File: src/rtl/counter_sequencer_pkg.sv
// Shared encodings and sizing helpers for the counter sequencer.
package counter_sequencer_pkg;

    localparam int unsigned STATE_W = 2;
    localparam int unsigned COUNT_W = 8;

    // Sequencer states; 2'd3 is unused and recovers to ST_CLEAR.
    typedef enum logic [STATE_W-1:0] {
        ST_CLEAR = 2'd0,
        ST_PAUSE = 2'd1,
        ST_RUN   = 2'd2
    } state_e;

    localparam logic DIR_UP   = 1'b1;
    localparam logic DIR_DOWN = 1'b0;

    // Bits needed to hold max_val without wrapping (at least one bit).
    function automatic int unsigned cnt_width(input int unsigned max_val);
        return (max_val > 1) ? int'($clog2(max_val + 1)) : 1;
    endfunction

endpackage

File: src/rtl/counter_sequencer_button_debounce.sv
// Two-flop synchronizer, stability counter and rising-edge press pulse
// for one raw pushbutton.
module button_debounce
    import counter_sequencer_pkg::*;
#(
    parameter int unsigned DEBOUNCE_CYCLES = 1_000_000
) (
    input  logic clk,
    input  logic rst_n,
    input  logic btn_i,
    output logic press_o
);

    localparam int unsigned      CNT_W    = cnt_width(DEBOUNCE_CYCLES);
    localparam logic [CNT_W-1:0] CNT_LAST = CNT_W'(DEBOUNCE_CYCLES - 1);

    logic             sync1_q, sync1_d;
    logic             sync2_q, sync2_d;
    logic             level_q, level_d;
    logic             press_q, press_d;
    logic [CNT_W-1:0] cnt_q,   cnt_d;

    // State registers; everything clears to the released level.
    always_ff @(posedge clk or negedge rst_n) begin
        if (!rst_n) begin
            sync1_q <= 1'b0;
            sync2_q <= 1'b0;
            level_q <= 1'b0;
            press_q <= 1'b0;
            cnt_q   <= '0;
        end else begin
            sync1_q <= sync1_d;
            sync2_q <= sync2_d;
            level_q <= level_d;
            press_q <= press_d;
            cnt_q   <= cnt_d;
        end
    end

    // Count consecutive cycles the synchronized input differs from the
    // accepted level; accept on the last one and pulse only on a press.
    always_comb begin
        sync1_d = btn_i;
        sync2_d = sync1_q;
        level_d = level_q;
        press_d = 1'b0;
        cnt_d   = '0;
        if (sync2_q != level_q) begin
            if (cnt_q == CNT_LAST) begin
                level_d = sync2_q;
                press_d = sync2_q;
            end else begin
                cnt_d = cnt_q + CNT_W'(1);
            end
        end
    end

    assign press_o = press_q;

endmodule

File: src/rtl/counter_sequencer.sv
// Run/pause/clear/direction sequencer driving an external up/down counter
// from three debounced pushbuttons.
// Optional feature macro: AUTO_REVERSE_EN (reverse direction at 8'hFF/8'h00
// while running).
module counter_sequencer
    import counter_sequencer_pkg::*;
#(
    parameter int unsigned DEBOUNCE_CYCLES = 1_000_000,
    parameter int unsigned CLR_CYCLES      = 2
) (
    input  logic               clk,
    input  logic               rst_n,
    input  logic               btn_run,
    input  logic               btn_dir,
    input  logic               btn_clr,
    input  logic [COUNT_W-1:0] count,
    output logic               cnt_incdec,
    output logic               cnt_stop,
    output logic               cnt_rst,
    output logic [STATE_W-1:0] state
);

    localparam int unsigned      TMR_W    = cnt_width(CLR_CYCLES - 1);
    localparam logic [TMR_W-1:0] TMR_LOAD = TMR_W'(CLR_CYCLES - 1);

    logic run_p, dir_p, clr_p;

    state_e           state_q, state_d;
    logic [TMR_W-1:0] tmr_q,   tmr_d;
    logic             dir_q,   dir_d;
    logic             stop_q,  stop_d;
    logic             rst_q,   rst_d;

    button_debounce #(.DEBOUNCE_CYCLES(DEBOUNCE_CYCLES)) u_db_run (
        .clk     (clk),
        .rst_n   (rst_n),
        .btn_i   (btn_run),
        .press_o (run_p)
    );

    button_debounce #(.DEBOUNCE_CYCLES(DEBOUNCE_CYCLES)) u_db_dir (
        .clk     (clk),
        .rst_n   (rst_n),
        .btn_i   (btn_dir),
        .press_o (dir_p)
    );

    button_debounce #(.DEBOUNCE_CYCLES(DEBOUNCE_CYCLES)) u_db_clr (
        .clk     (clk),
        .rst_n   (rst_n),
        .btn_i   (btn_clr),
        .press_o (clr_p)
    );

    // State, timer, direction and registered counter controls.
    always_ff @(posedge clk or negedge rst_n) begin
        if (!rst_n) begin
            state_q <= ST_CLEAR;
            tmr_q   <= TMR_LOAD;
            dir_q   <= DIR_UP;
            stop_q  <= 1'b1;
            rst_q   <= 1'b1;
        end else begin
            state_q <= state_d;
            tmr_q   <= tmr_d;
            dir_q   <= dir_d;
            stop_q  <= stop_d;
            rst_q   <= rst_d;
        end
    end

    // Next state: clear beats run; outputs are decoded from the next state
    // so they change on the same edge as the state register.
    always_comb begin
        state_d = state_q;
        tmr_d   = tmr_q;
        case (state_q)
            ST_CLEAR: begin
                if (clr_p) begin
                    tmr_d = TMR_LOAD;
                end else if (tmr_q == '0) begin
                    state_d = ST_PAUSE;
                end else begin
                    tmr_d = tmr_q - TMR_W'(1);
                end
            end
            ST_PAUSE: begin
                if (clr_p) begin
                    state_d = ST_CLEAR;
                    tmr_d   = TMR_LOAD;
                end else if (run_p) begin
                    state_d = ST_RUN;
                end
            end
            ST_RUN: begin
                if (clr_p) begin
                    state_d = ST_CLEAR;
                    tmr_d   = TMR_LOAD;
                end else if (run_p) begin
                    state_d = ST_PAUSE;
                end
            end
            default: begin
                state_d = ST_CLEAR;
                tmr_d   = TMR_LOAD;
            end
        endcase
        stop_d = (state_d != ST_RUN);
        rst_d  = (state_d == ST_CLEAR);
    end

    // Direction toggles on a dir press in any state; a press outranks
    // the boundary reversal.
    always_comb begin
        dir_d = dir_q;
        if (dir_p) begin
            dir_d = ~dir_q;
        end
`ifdef AUTO_REVERSE_EN
        else if ((state_q == ST_RUN) && (dir_q == DIR_UP) && (count == '1)) begin
            dir_d = DIR_DOWN;
        end else if ((state_q == ST_RUN) && (dir_q == DIR_DOWN) && (count == '0)) begin
            dir_d = DIR_UP;
        end
`endif
    end

`ifndef AUTO_REVERSE_EN
    // Counter value only matters for auto-reverse.
    logic unused_count;
    assign unused_count = ^count;
`endif

    assign cnt_incdec = dir_q;
    assign cnt_stop   = stop_q;
    assign cnt_rst    = rst_q;
    assign state      = state_q;

endmodule

File: config.mk
export PLATFORM = sky130hd
export DESIGN_NAME = counter_sequencer
export DESIGN_NICKNAME = d
export VERILOG_FILES = /design/src/rtl/counter_sequencer_pkg.sv /design/src/rtl/counter_sequencer_button_debounce.sv /design/src/rtl/counter_sequencer.sv
export SDC_FILE = /design/constraint.sdc
export NUM_CORES = 1
export LEC_CHECK = 0
export ABC_CLOCK_PERIOD_IN_PS = 4980
export CAP_MARGIN = 40
export CORE_UTILIZATION = 44
export CTS_BUF_LIST = sky130_fd_sc_hd__clkbuf_16
export CTS_CLUSTER_DIAMETER = 30
export DETAILED_ROUTE_END_ITERATION = 10
export PLACE_DENSITY_LB_ADDON = 0.05
export RECOVER_POWER = 25
export SYNTH_ARGS = -nofsm -noshare
export SYNTH_HDL_FRONTEND = slang
export SYNTH_SLANG_ARGS = --single-unit
export TNS_END_PERCENT = 50
File: constraint.sdc
create_clock -name clk -period 4.98 [get_ports clk]
set_clock_uncertainty 0.2 [all_clocks]
set_input_delay 0.996 -clock clk [delete_from_list [all_inputs] [get_ports clk]]
set_output_delay 0.996 -clock clk [all_outputs]
set_load 0.01 [all_outputs]
After elaboration in Yosys (flattened, before gate mapping):

Index checks and enable logic that the tools add are counted.

* add/sub/neg operators: 4
* eq/ne operators: 10
* muxes and demuxes: 23
* bitwise logic cells: 1
* reduce and logical (&&, ||, !) cells: 6

Operators with widths (count)
* 20-bit two-way mux: 6
* 20-bit by 1-bit adder with 20-bit output, second input constant: 3
* 20-bit equality test, second input constant: 3
* 2-bit two-way mux: 6
* 1-bit two-way mux: 9
* 2-bit case mux with 3 select lines: 1
* 2-bit AND reduction: 3
* 2-bit zero test: 2
* 1-bit inequality test: 3
* 2-bit by 1-bit equality test with 1-bit output, second input constant: 1
* 2-bit equality test, second input constant: 1
* 2-bit by 1-bit inequality test with 1-bit output, second input constant: 1
* 2-bit inequality test, second input constant: 1
* 1-bit case mux with 2 select lines: 1
* 2-bit OR reduction: 1
* 1-bit NOT: 1
* 1-bit subtractor, second input constant: 1

* register bits after elaboration: 78
* output and inout port bits: 5

Logic depth before layout (Yosys ltp):

Gate-level depths: netlist of run 1.

* word-level depth: 4
* gate-level depth with buffers: 6

Cells and area by module:

From an unflattened synthesis of run 1, not the netlist that was laid out.

* cells, all modules: 352
* area, all modules: 3891.2 um^2

Modules (own cells, without submodules)
* button_debounce: times used 3, cells an instance 107, area an instance 1184.9 um^2, seq. area each 600.6 um^2
* counter_sequencer: times used 1, cells an instance 31, area an instance 336.6 um^2, seq. area each 155.1 um^2

Least setup slack after synthesis of run 1:

Ideal clock, no wire load.

* kind: reg2reg
* start point: register u_db_dir.cnt_q[8]
* end point: register u_db_dir.level_q
* arrival time: 1848 ps
* required time: 4655 ps
* slack: 2807 ps
* stages on the path, launching flop included: 5
* buffers on the path: 0
* cells stage by stage: dfrtp_1 > or4b_1 > or4_1 > nor2_1 > mux2_2

* longest elaborated chain between the ends: 2

RTL lines
* from (decl): RTL line counter_sequencer_button_debounce.sv:21 `logic [CNT_W-1:0] cnt_q, cnt_d;`
* from (signal assigned): RTL line counter_sequencer_button_debounce.sv:36 `cnt_q <= cnt_d;`
* 20-bit equality test: RTL line counter_sequencer_button_debounce.sv:49 `if (cnt_q == CNT_LAST) begin`
* 2-bit AND reduction (no source line)
* to (signal assigned): RTL line counter_sequencer_button_debounce.sv:34 `level_q <= level_d;`
* to (decl): RTL line counter_sequencer_button_debounce.sv:19 `logic level_q, level_d;`

Every way passes these cells.
A chain may end at the register's enable or synchronous reset.

==> results.md, run 1 <==
* Outcome: complete, but fails checks
* Failing checks: capacitance limit, slew limit
* Final worst slack at around 2.0 ns
* Syn. warnings at 0
* Sequential area share after synthesis at 52.7%
* GRT Total Usage at ~17%
* Die Y at around 94 um
* Prevailing post-synth register cell: dfrtp_1
* Unrepaired setup endpoints after global routing: false
* Area leader, netlist: dfrtp_1
* Setup Viol. Count Final at 0
* Synthesized area at roughly 3700 um2
* Worst Setup End Kind: async pin
* Startpoint type of the worst setup path: input port
* Maximum capacitance violations at 1
* Clock latency on the worst-skew pair at approximately 0.32 ns
* Vias at 2645
* Hold_buf cts at 0
* Crit share post-route at between 50% and 60%
* DRT antenna net count at 0
* Row count at 33
* First-pass GRT wire length at ~11000 um
* Port Buffer Count at 9
* CTS clk-pin slew, worst paths at roughly 0.06 ns
* Layout cells sized above 1 at 8.48%
* Post-DP HPWL at around 4200 um
* CTS tree: done
* CTS resizes at 0
* PwrDens at 302 nW/um2
* CP required at 4.95 ns
* Initial cell density of the core at between 40% and 50%
* Top-area cell type share of the netlist area at ~50%
* Total Nets Final at ~400
* Crit path kind: input port to async pin
* Yosys cell types at 37
* Worst Tran Pin Value at between 1.5 and 2 ns
* Worst rel slew slack at -0.278%
* WL per Instance at 12.9 um
* Drt pass-1 iters at 4
* Post-synth EDFFs at 0
* WP buf/inv at 2
* Max clock buf depth at 2
* Vias in the first global route at about 2600
* Die Footprint at around 9000 um2
* Detailed Route WL at ~6400 um
* I/O pin count at 18
* CP Data Arrival Time at about 2.9 ns
* Core Area at between 8000 and 9000 um2
* Worst VDD drop at ~160 uV
* Setup TNS Final at 0 ns
* Post-synth ARST share at 100%
* Cells along the critical path: clkbuf_1 > clkbuf_2
* Fin. max-slew vios at 62
* Antenna violations before repair at 0
* Place WS at roughly 2.6 ns
* Pleak at between 0.0015 and 0.002 uW
* Sink Count at 78
* CTS buffer count at 9
* # H-tree levels at 3
* Slowest CP cell: clkbuf_2
* Die width at around 94 um
* HP Class: flip-flop to flip-flop
* Yosys reg bits at 78
* Final Hold Fails at 0
* Post-CTS Setup Inserts at 0
* Clock Tree Root: clkbuf_16
* CP peak stage delay at 1.24 ns
* Global route overflow at 0
* Total power at 1250 uW
* Syn avg cell area at 9.89 um2
* CP top delay family: buffers and inverters
* Residual DRC at 0
* Min Tclk post-route at a little under 3 ns
* Top post-synthesis cells by area: dfrtp_1 50%, xor2_1 4.2%, nor2_1 3.9%
* Critical Path Fanout Max at 62
* Via/cell ratio at between 5 and 6
* Synth-to-layout area growth at 11.8%
* Synth Instances at about 380
* Max Clk Rate at about 340 MHz
* Ant diodes at 0
* Pin count of the biggest net entering global routing at 63
* Post-synth net total at about 400
* Final core utilization at roughly half
* Gp weighted congestion at 0.735
* Iteration-0 DRC count of the detailed router at 67
synthesized netlist by cell type, types with 2 or more instances:
master    number
clkbuf_1       8
or4_4          2
inv_1         20
nand2_1       18
or3_2          3
or4_1         16
o221ai_1       2
a21oi_1       25
nand4_1        8
o21ai_0       22
dfstp_2        4
nor4_1         5
or3_1         13
dfrtp_1       74
o31ai_1       10
xor2_1        18
and3_1         5
nor2b_1        3
ha_1           7
nand3_1       26
and2_1         3
a21oi_2        2
xnor2_1       15
or2_2          2
nand3_2        3
nor3_1         6
buf_2          6
nor2_1        39
o211ai_1       2
worst paths after layout:
check | start | to | slack (ns) | cells past startpoint
setup / recovery | rst_n | u_db_clr.sync2_q | 2.02 | 2
hold / removal | u_db_dir.sync1_q | u_db_dir.sync2_q | 0.15 | 0
setup reg to reg | u_db_dir.cnt_q[0] | u_db_dir.cnt_q[18] | 2.63 | 5
hold reg to reg | u_db_dir.sync1_q | u_db_dir.sync2_q | 0.15 | 0
max in group clk | cnt_incdec | cnt_incdec | 2.38 | 1
min in group asynchronous | rst_n | state[0] | 0.58 | 1
stage by stage:
step                hold WS [ns]  std cells  cell area [um2]
floorplan                  0.131        375             3710
global placement           0.135        478             3890
detailed placement         0.137        479             3920
CTS                        0.159        494             4180
global route               0.167        494             4150
finish                     0.155        494             4150
layout make-up:
cell class / count / area, um2
Clock buffer: 9 / 225
Clock inverter: 6 / 31.3
Fill cell: 745 / 4030
Inverter: 20 / 75.1
Multi-Input combinational cell: 263 / 1620
Sequential cell: 78 / 1960
Tap cell: 105 / 131
Timing Repair Buffer: 13 / 111
layout by cell type, fill, tap and decap left out, types with 3 or more instances in the layout:
cell             instances
dfrtp_1                 74
nor2_1                  39
nand3_1                 26
a21oi_1                 25
inv_1                   21
o21ai_0                 20
nand2_1                 18
xor2_1                  18
or4_1                   16
xnor2_1                 15
or3_1                   13
o31ai_1                 10
clkbuf_16                9
nand4_1                  8
ha_1                     7
nor3_1                   6
clkdlybuf4s50_1          6
and3_1                   5
nor4_1                   5
nand3_2                  3
and2_1                   3
o21ai_1                  3
nor2b_1                  3
or3_2                    3
dfstp_2                  3
buf_4                    3
layer usage:
layer | global-route usage [%] | share of wire [%]
met1 | 21.4 | 50
met2 | 27.2 | 46
met3 | 4.13 | 2.4
met4 | 5.00 | 1.4
met5 | 0 | 0
sequential cells by signal, indices dropped and copies added, names as in the netlist:
signal	flops
u_db_run.press_o	1
u_db_clr.sync2_q	1
u_db_clr.level_q	1
u_db_clr.press_o	1
u_db_dir.press_o	1
u_db_clr.sync1_q	1
u_db_dir.sync1_q	1
u_db_run.level_q	1
cnt_stop	1
u_db_dir.level_q	1
cnt_incdec	1
u_db_run.sync2_q	1
u_db_run.cnt_q	20
state	2
u_db_run.sync1_q	1
u_db_clr.cnt_q	20
cnt_rst	1
u_db_dir.cnt_q	20
tmr_q	1
u_db_dir.sync2_q	1
logic make-up after synthesis:
kind of cell	after synthesis	share of synthesized area [%]
multiplexers	1	0.304
flip-flops	78	52.7
AO/OA/AOI/OAI	64	9.85
adder cells (fa/ha/maj)	7	2.36
AND/OR/NAND/NOR	158	23.3
XOR/XNOR	33	7.79
buffers and inverters	34	3.64
where the power goes:
group	leakage, uW	internal [uW]	total [uW]	switching, uW
Combinational	0.000491	10.2	36.4	26.2
Clock	0.000124	328	565	237
Sequential	0.00105	643	651	8.49
Total	0.00166	981	1250	272
No activity file was read; power rests on OpenSTA's default activity.
==> run 2, diff against run 1 <==
--- a/config.mk
+++ b/config.mk
@@ -5,7 +5,7 @@
 export SDC_FILE = /design/constraint.sdc
 export NUM_CORES = 1
 export LEC_CHECK = 0
-export ABC_CLOCK_PERIOD_IN_PS = 4980
+export ABC_CLOCK_PERIOD_IN_PS = 3000
 export CAP_MARGIN = 40
 export CORE_UTILIZATION = 44
 export CTS_BUF_LIST = sky130_fd_sc_hd__clkbuf_16
==> constraint.sdc (replaced) <==
create_clock -name clk -period 3 [get_ports clk]
set_clock_uncertainty 0.2 [all_clocks]
set_input_delay 0.6 -clock clk [delete_from_list [all_inputs] [get_ports clk]]
set_output_delay 0.6 -clock clk [all_outputs]
set_load 0.01 [all_outputs]
==> results.md, run 2 (synthesized netlist as in run 1, its figures left out) <==
* Final worst slack at 0.666 ns (-1.35 ns)
* CP top delay family: simple AND/OR/NAND/NOR gates
* Clock power frac at 46.0% (+0.9 points)
* Startpoint type of the worst setup path: flip-flop
* Hold Slack at 0.149 ns (-0.00556 ns)
* Die Y at 93.8 um (unchanged)
* Sink Count at 78 (unchanged)
* Crit share post-route at just under 80%
* Max clock buf depth at 2 (unchanged)
* Setup Viol. Count Final at 0 (unchanged)
* Commonest non-fill, non-tap cell in the layout: dfrtp_1
* Cell area after layout at 4180 um2 (+0.66%)
* Comb power frac at 3.0% (about the same)
* GRT Total Usage at 16.8% (+0.24 points)
* Post-CTS Setup Inserts at 0 (unchanged)
* Global route overflow at 0 (unchanged)
* Core Area at 8180 um2 (unchanged)
* Residual DRC at 0 (unchanged)
* Biggest regs: u_db_clr.cnt_q (20), u_db_dir.cnt_q (20), u_db_run.cnt_q (20)
* HP Start: u_db_clr.sync1_q
* Antenna violations before repair at 0 (unchanged)
* Die width at 93.8 um (unchanged)
* CTS buffer count at 9 (unchanged)
* Die Footprint at 8800 um2 (unchanged)
* Worst rel slew slack at 24.3% (+25 points)
* Vias at 2609 (-1.4%)
* Cells along the critical path: ha_1 > nand2_1 > or4_1 > or4_4 > a21oi_2
* HP Class: flip-flop to flip-flop
* Setup TNS Final at 0 ns (unchanged)
* Sequential share of power at 51.1% (-0.9 points)
* Iteration-0 DRC count of the detailed router at 66 (-1.5%)
* Row count at 33 (unchanged)
* Maximum capacitance violations at 0 (-1)
* Layout cells sized above 1 at 9.23% (+0.75 points)
* PwrDens at 507 nW/um2 (+68%)
* CTS tree: done
* CP peak stage delay at 0.65 ns (-0.59 ns)
* Pint at 1640 uW (+67%)
* Slowest CP cell: or4_1
* First-pass GRT wire length at 11400 um (-0.36%)
* Place WS at 0.658 ns (-1.97 ns)
* CP Data Arrival Time at 2.39 ns (-0.54 ns)
* Drt pass-1 iters at 4 (unchanged)
* Port Buffer Count at 9 (unchanged)
* Clock Tree Root: clkbuf_16
* Initial cell density of the core at 45.4% (unchanged)
* Crit path kind: flip-flop to flip-flop
* Reg2reg start: u_db_dir.cnt_q[0]
* Total Nets Final at 405 (unchanged)
* Critical path launch point: u_db_dir.cnt_q[0]
* Critical Path Fanout Max at 8 (-87%)
* Outcome: finished, final reports clean
* Fin. max-slew vios at 0 (-100%)
* CTS clk-pin slew, worst paths at 0.06 ns (about the same)
* Detailed Route WL at 6520 um (+2.5%)
* Pin count of the biggest net entering global routing at 46 (-27%)
* Via/cell ratio at 5.27 (-1.6%)
* Max Clk Rate at about 430 MHz
* DRT antenna net count at 0 (unchanged)
* Switching pwr at 477 uW (+75%)
* Clock latency on the worst-skew pair at 0.33 ns (about the same)
* I/O pin count at 18 (unchanged)
* WL per Instance at 13.2 um (+2.3%)
* Gp weighted congestion at 0.727 (-0.99%)
* # H-tree levels at 3 (unchanged)
* Most frequent cells in the layout: 74 x dfrtp_1, 39 x nor2_1, 26 x nand3_1
* Min Tclk post-route at approximately 2.3 ns
* Final Hold Fails at 0 (unchanged)
* Vias in the first global route at 2526 (-4.1%)
* Final core utilization at 51.1% (+0.34 points)
* Hold_buf cts at 0 (unchanged)
* CP required at 3.06 ns (-1.89 ns)
* Worst Setup End Kind: flip-flop
* Ant diodes at 0 (unchanged)
* Unrepaired setup endpoints after global routing: false
* WP buf/inv at 0 (-2)
* Pleak at 0.00168 uW (+1.1%)
* Worst VDD drop at 303 uV (+93%)
* CTS resizes at 0 (unchanged)
* Post-DP HPWL at 4360 um (+2.8%)
* Synth-to-layout area growth at 12.6%
* Worst Tran Pin Value at 1.13 ns (-0.369 ns)
* Post-Place Cell Area at 3910 um2 (-0.19%)
* Switching Share at 22.5% (+0.84 points)
-- run 2: final timing paths --
| kind | slack (ns) | cells after the start | to |
|---|---|---|---|
| min in group asynchronous | 0.29 | 1 | u_db_run.cnt_q[19] |
| min | 0.15 | 0 | u_db_clr.sync2_q |
| max reg2reg | 0.67 | 5 | u_db_dir.cnt_q[18] |
| max in group asynchronous | 1.50 | 2 | tmr_q |
| max | 0.67 | 5 | u_db_dir.cnt_q[18] |
| min reg2reg | 0.15 | 0 | u_db_clr.sync2_q |
-- run 2: power groups by stage --
stage	Combinational, uW	Sequential, uW	Clock, uW
after floorplan	29.2	1100	0
after global placement	67.1	1100	0
after detailed placement	66.7	1100	0
after CTS	67.1	1080	1000
after global routing	74.5	1080	1050
final	62.6	1080	973
-- run 2: area by class of cell --
class	instances	area, um2
repair buffers	13	128
well taps	105	131
inverters	20	75.1
clock inverters	7	42.5
clock buffers	9	225
fillers	766	4000
multi-input cells	263	1620
flip-flops and latches	78	1960
-- run 2: worst reg2reg max path: stages (launching register included) --
cell and delay (ns):
dfrtp_1 0.41, ha_1 0.25, nand2_1 0.08, or4_1 0.65, or4_4 0.53, a21oi_2 0.14
-- run 2: through the flow --
| step | power (uW) | instances |
|---|---|---|
| finish | 2120 | 495 |
| global route | 2210 | 495 |
| CTS | 2150 | 495 |
| detailed placement | 1170 | 479 |
| global placement | 1170 | 479 |
| floorplan | 1130 | 375 |
-- run 2: per-layer routing --
| metal | vias up | track usage [%] | share of wire (%) |
|---|---|---|---|
| met5 | - | 0 | 0 |
| met4 | 0 | 5.77 | 0.97 |
| met3 | 6 | 5.10 | 3.0 |
| met2 | 34 | 25.7 | 45 |
| met1 | 1230 | 22.4 | 51 |
| li1 | 1339 | - | - |
==> run 3, diff against run 2 <==
--- a/config.mk
+++ b/config.mk
@@ -5,7 +5,7 @@
 export SDC_FILE = /design/constraint.sdc
 export NUM_CORES = 1
 export LEC_CHECK = 0
-export ABC_CLOCK_PERIOD_IN_PS = 3000
+export ABC_CLOCK_PERIOD_IN_PS = 2200
 export CAP_MARGIN = 40
 export CORE_UTILIZATION = 44
 export CTS_BUF_LIST = sky130_fd_sc_hd__clkbuf_16
==> constraint.sdc (replaced) <==
create_clock -name clk -period 2.2 [get_ports clk]
set_clock_uncertainty 0.2 [all_clocks]
set_input_delay 0.44 -clock clk [delete_from_list [all_inputs] [get_ports clk]]
set_output_delay 0.44 -clock clk [all_outputs]
set_load 0.01 [all_outputs]
==> results.md, run 3 (synthesized netlist as in run 1, its figures left out) <==
* I/O pin count at 18 (unchanged)
* Die Y at 93.8 um (unchanged)
* Post-DP HPWL at 4560 um (+4.6%)
* Worst Setup End Kind: flip-flop
* Clock Tree Root: clkbuf_16
* First-pass GRT wire length at 12000 um (+5.1%)
* Die width at 93.8 um (unchanged)
* Setup Viol. Count Final at 4 (+4)
* CTS buffer count at 9 (unchanged)
* Sink Count at 78 (unchanged)
* Residual DRC at 0 (unchanged)
* Detailed Route WL at 6800 um (+4.3%)
* Maximum capacitance violations at 0 (unchanged)
* Total Nets Final at 435 (+7.4%)
* Critical Path Fanout Max at 5 (-3)
* Outcome: complete, but fails checks
* CP Data Arrival Time at 2.22 ns (-0.17 ns)
* Commonest non-fill, non-tap cell in the layout: dfrtp_1
* Port Buffer Count at 9 (unchanged)
* WL per Instance at 13.0 um (-1.4%)
* Hold Slack at 0.158 ns (+0.00846 ns)
* Antenna violations before repair at 0 (unchanged)
* Clock latency on the worst-skew pair at 0.33 ns (about the same)
* Global route overflow at 0 (unchanged)
* Failing checks: setup timing
* Final worst slack at -0.00653 ns (-0.673 ns)
* Most frequent cells in the layout: 74 x dfrtp_1, 37 x nor2_1, 30 x buf_4
* Place WS at -0.0441 ns (-0.703 ns)
* Min Tclk post-route at 2.21 ns (-0.127 ns)
* Worst rel slew slack at 25.5% (+1.2 points)
* Worst VDD drop at 380 uV (+25%)
* Fin. max-slew vios at 0 (unchanged)
* Core Area at 8180 um2 (unchanged)
* CTS clk-pin slew, worst paths at 0.06 ns (about the same)
* PwrDens at 669 nW/um2 (+32%)
* Unrepaired setup endpoints after global routing: true
* Biggest regs: u_db_clr.cnt_q (20), u_db_dir.cnt_q (20), u_db_run.cnt_q (20)
* Die Footprint at 8800 um2 (unchanged)
* Vias at 2763 (+5.9%)
* HP Class: flip-flop to flip-flop
* Non-filler instance count after layout at 524 (+5.9%)
* Ant diodes at 0 (unchanged)
* DRT antenna net count at 0 (unchanged)
* Row count at 33 (unchanged)
* Startpoint type of the worst setup path: flip-flop
* Layout cells sized above 1 at 17.4% (+8.2 points)
* Worst Tran Pin Value at 1.12 ns (-0.0178 ns)
* CP required at 2.21 ns (-0.85 ns)
* Inst Count DP at 506 (+5.6%)
* Max Clk Rate at 453 MHz (+5.8%)
* GRT Total Usage at 17.4% (+0.63 points)
* Synth-to-layout area growth at 20.7%
* Vias in the first global route at 2688 (+6.4%)
* Fillcell total at 749 (-2.2%)
* Crit share post-route at 100% (+23 points)
* CTS tree: done
* Iteration-0 DRC count of the detailed router at 102 (+55%)
* Via/cell ratio at 5.27 (about the same)
* Drt pass-1 iters at 4 (unchanged)
* Initial cell density of the core at 45.4% (unchanged)
* Crit path kind: flip-flop to flip-flop
* Final Hold Fails at 0 (unchanged)
* Pin count of the biggest net entering global routing at 61 (+33%)
* # H-tree levels at 3 (unchanged)
* Pleak at 0.00185 uW (+9.8%)
* Gp weighted congestion at 0.708 (-2.7%)
* Max clock buf depth at 2 (unchanged)
## run 3: changes by cell type in the layout (fill, tap and decap cells not counted), moves of 2 or more
cell / previous run / this run
buf_4: 3 / 30
or4_1: 16 / 11
or4_4: 2 / 7
a21oi_1: 25 / 23
a21oi_2: 2 / 4
buf_6: 0 / 2
clkinv_4: 2 / 0
nor2_1: 39 / 37
nor2_4: 0 / 2
## run 3: final timing paths
check	startpoint	endpoint	slack, ns	cells after the start
max in group asynchronous	rst_n	cnt_incdec	0.25	3
hold reg to reg	u_db_clr.sync1_q	u_db_clr.sync2_q	0.16	0
min in group asynchronous	rst_n	state[0]	0.64	2
hold / removal	u_db_clr.sync1_q	u_db_clr.sync2_q	0.16	0
setup reg to reg	u_db_dir.cnt_q[8]	u_db_dir.cnt_q[16]	-0.007	5
setup / recovery	u_db_dir.cnt_q[8]	u_db_dir.cnt_q[16]	-0.007	5
## run 3: stage by stage
| step | setup TNS [ns] | area [um2] | utilization [%] | total power, uW |
|---|---|---|---|---|
| after floorplan | 0 | 3710 | - | 1540 |
| after global placement | -0.0000706 | 4110 | 50.3 | 1620 |
| after detailed placement | -0.0846 | 4110 | 50.3 | 1620 |
| after global routing | -1.46 | 4480 | 54.8 | 3120 |
| after CTS | -0.0228 | 4420 | 54.1 | 3040 |
| final | -0.0142 | 4480 | 54.8 | 3000 |
## run 3: power by group
part / total [uW] / leakage [uW] / internal (uW) / switching (uW)
registers: 1470 / 0.00105 / 1450 / 11.4
clock network: 1400 / 0.000140 / 859 / 546
logic: 126 / 0.000659 / 50.7 / 75.3
total: 3000 / 0.00185 / 2360 / 632
## run 3: routing by layer
layer  track usage (%)  share of wire (%)  up-vias
li1                  -                  -     1405
met3              3.40                2.0       10
met1              24.0                 51     1325
met4              7.31                1.8        0
met2              26.7                 45       23
met5                 0                  0        -
## run 3: what timing repair did
| item | CTS | global route |
|---|---|---|
| gates resized for setup | 5 | 13 |
| hold buffers | 1 | 0 |
| pin swaps | 0 | 2 |
| endpoints found under the hold margin | 16 | 0 |
| setup buffers | 0 | 1 |
| gates cloned | 1 | 0 |
| endpoints found under the setup margin | 11 | 28 |
## run 3: area by class of cell
| class | instances | area, um2 | share of cell area, % |
|---|---|---|---|
| flip-flops and latches | 78 | 1960 | 43.7 |
| well taps | 105 | 131 | 2.93 |
| inverters | 20 | 75.1 | 1.68 |
| repair buffers | 43 | 362 | 8.07 |
| clock buffers | 9 | 225 | 5.03 |
| multi-input cells | 263 | 1670 | 37.4 |
| clock inverters | 6 | 55.1 | 1.23 |
## run 3: worst max-delay path, stage by stage, from the launching register on
cell,delay (ns)
dfrtp_1,0.38
or4b_1,0.52
or4_4,0.57
o21ai_4,0.20
buf_4,0.18
a21oi_1,0.05
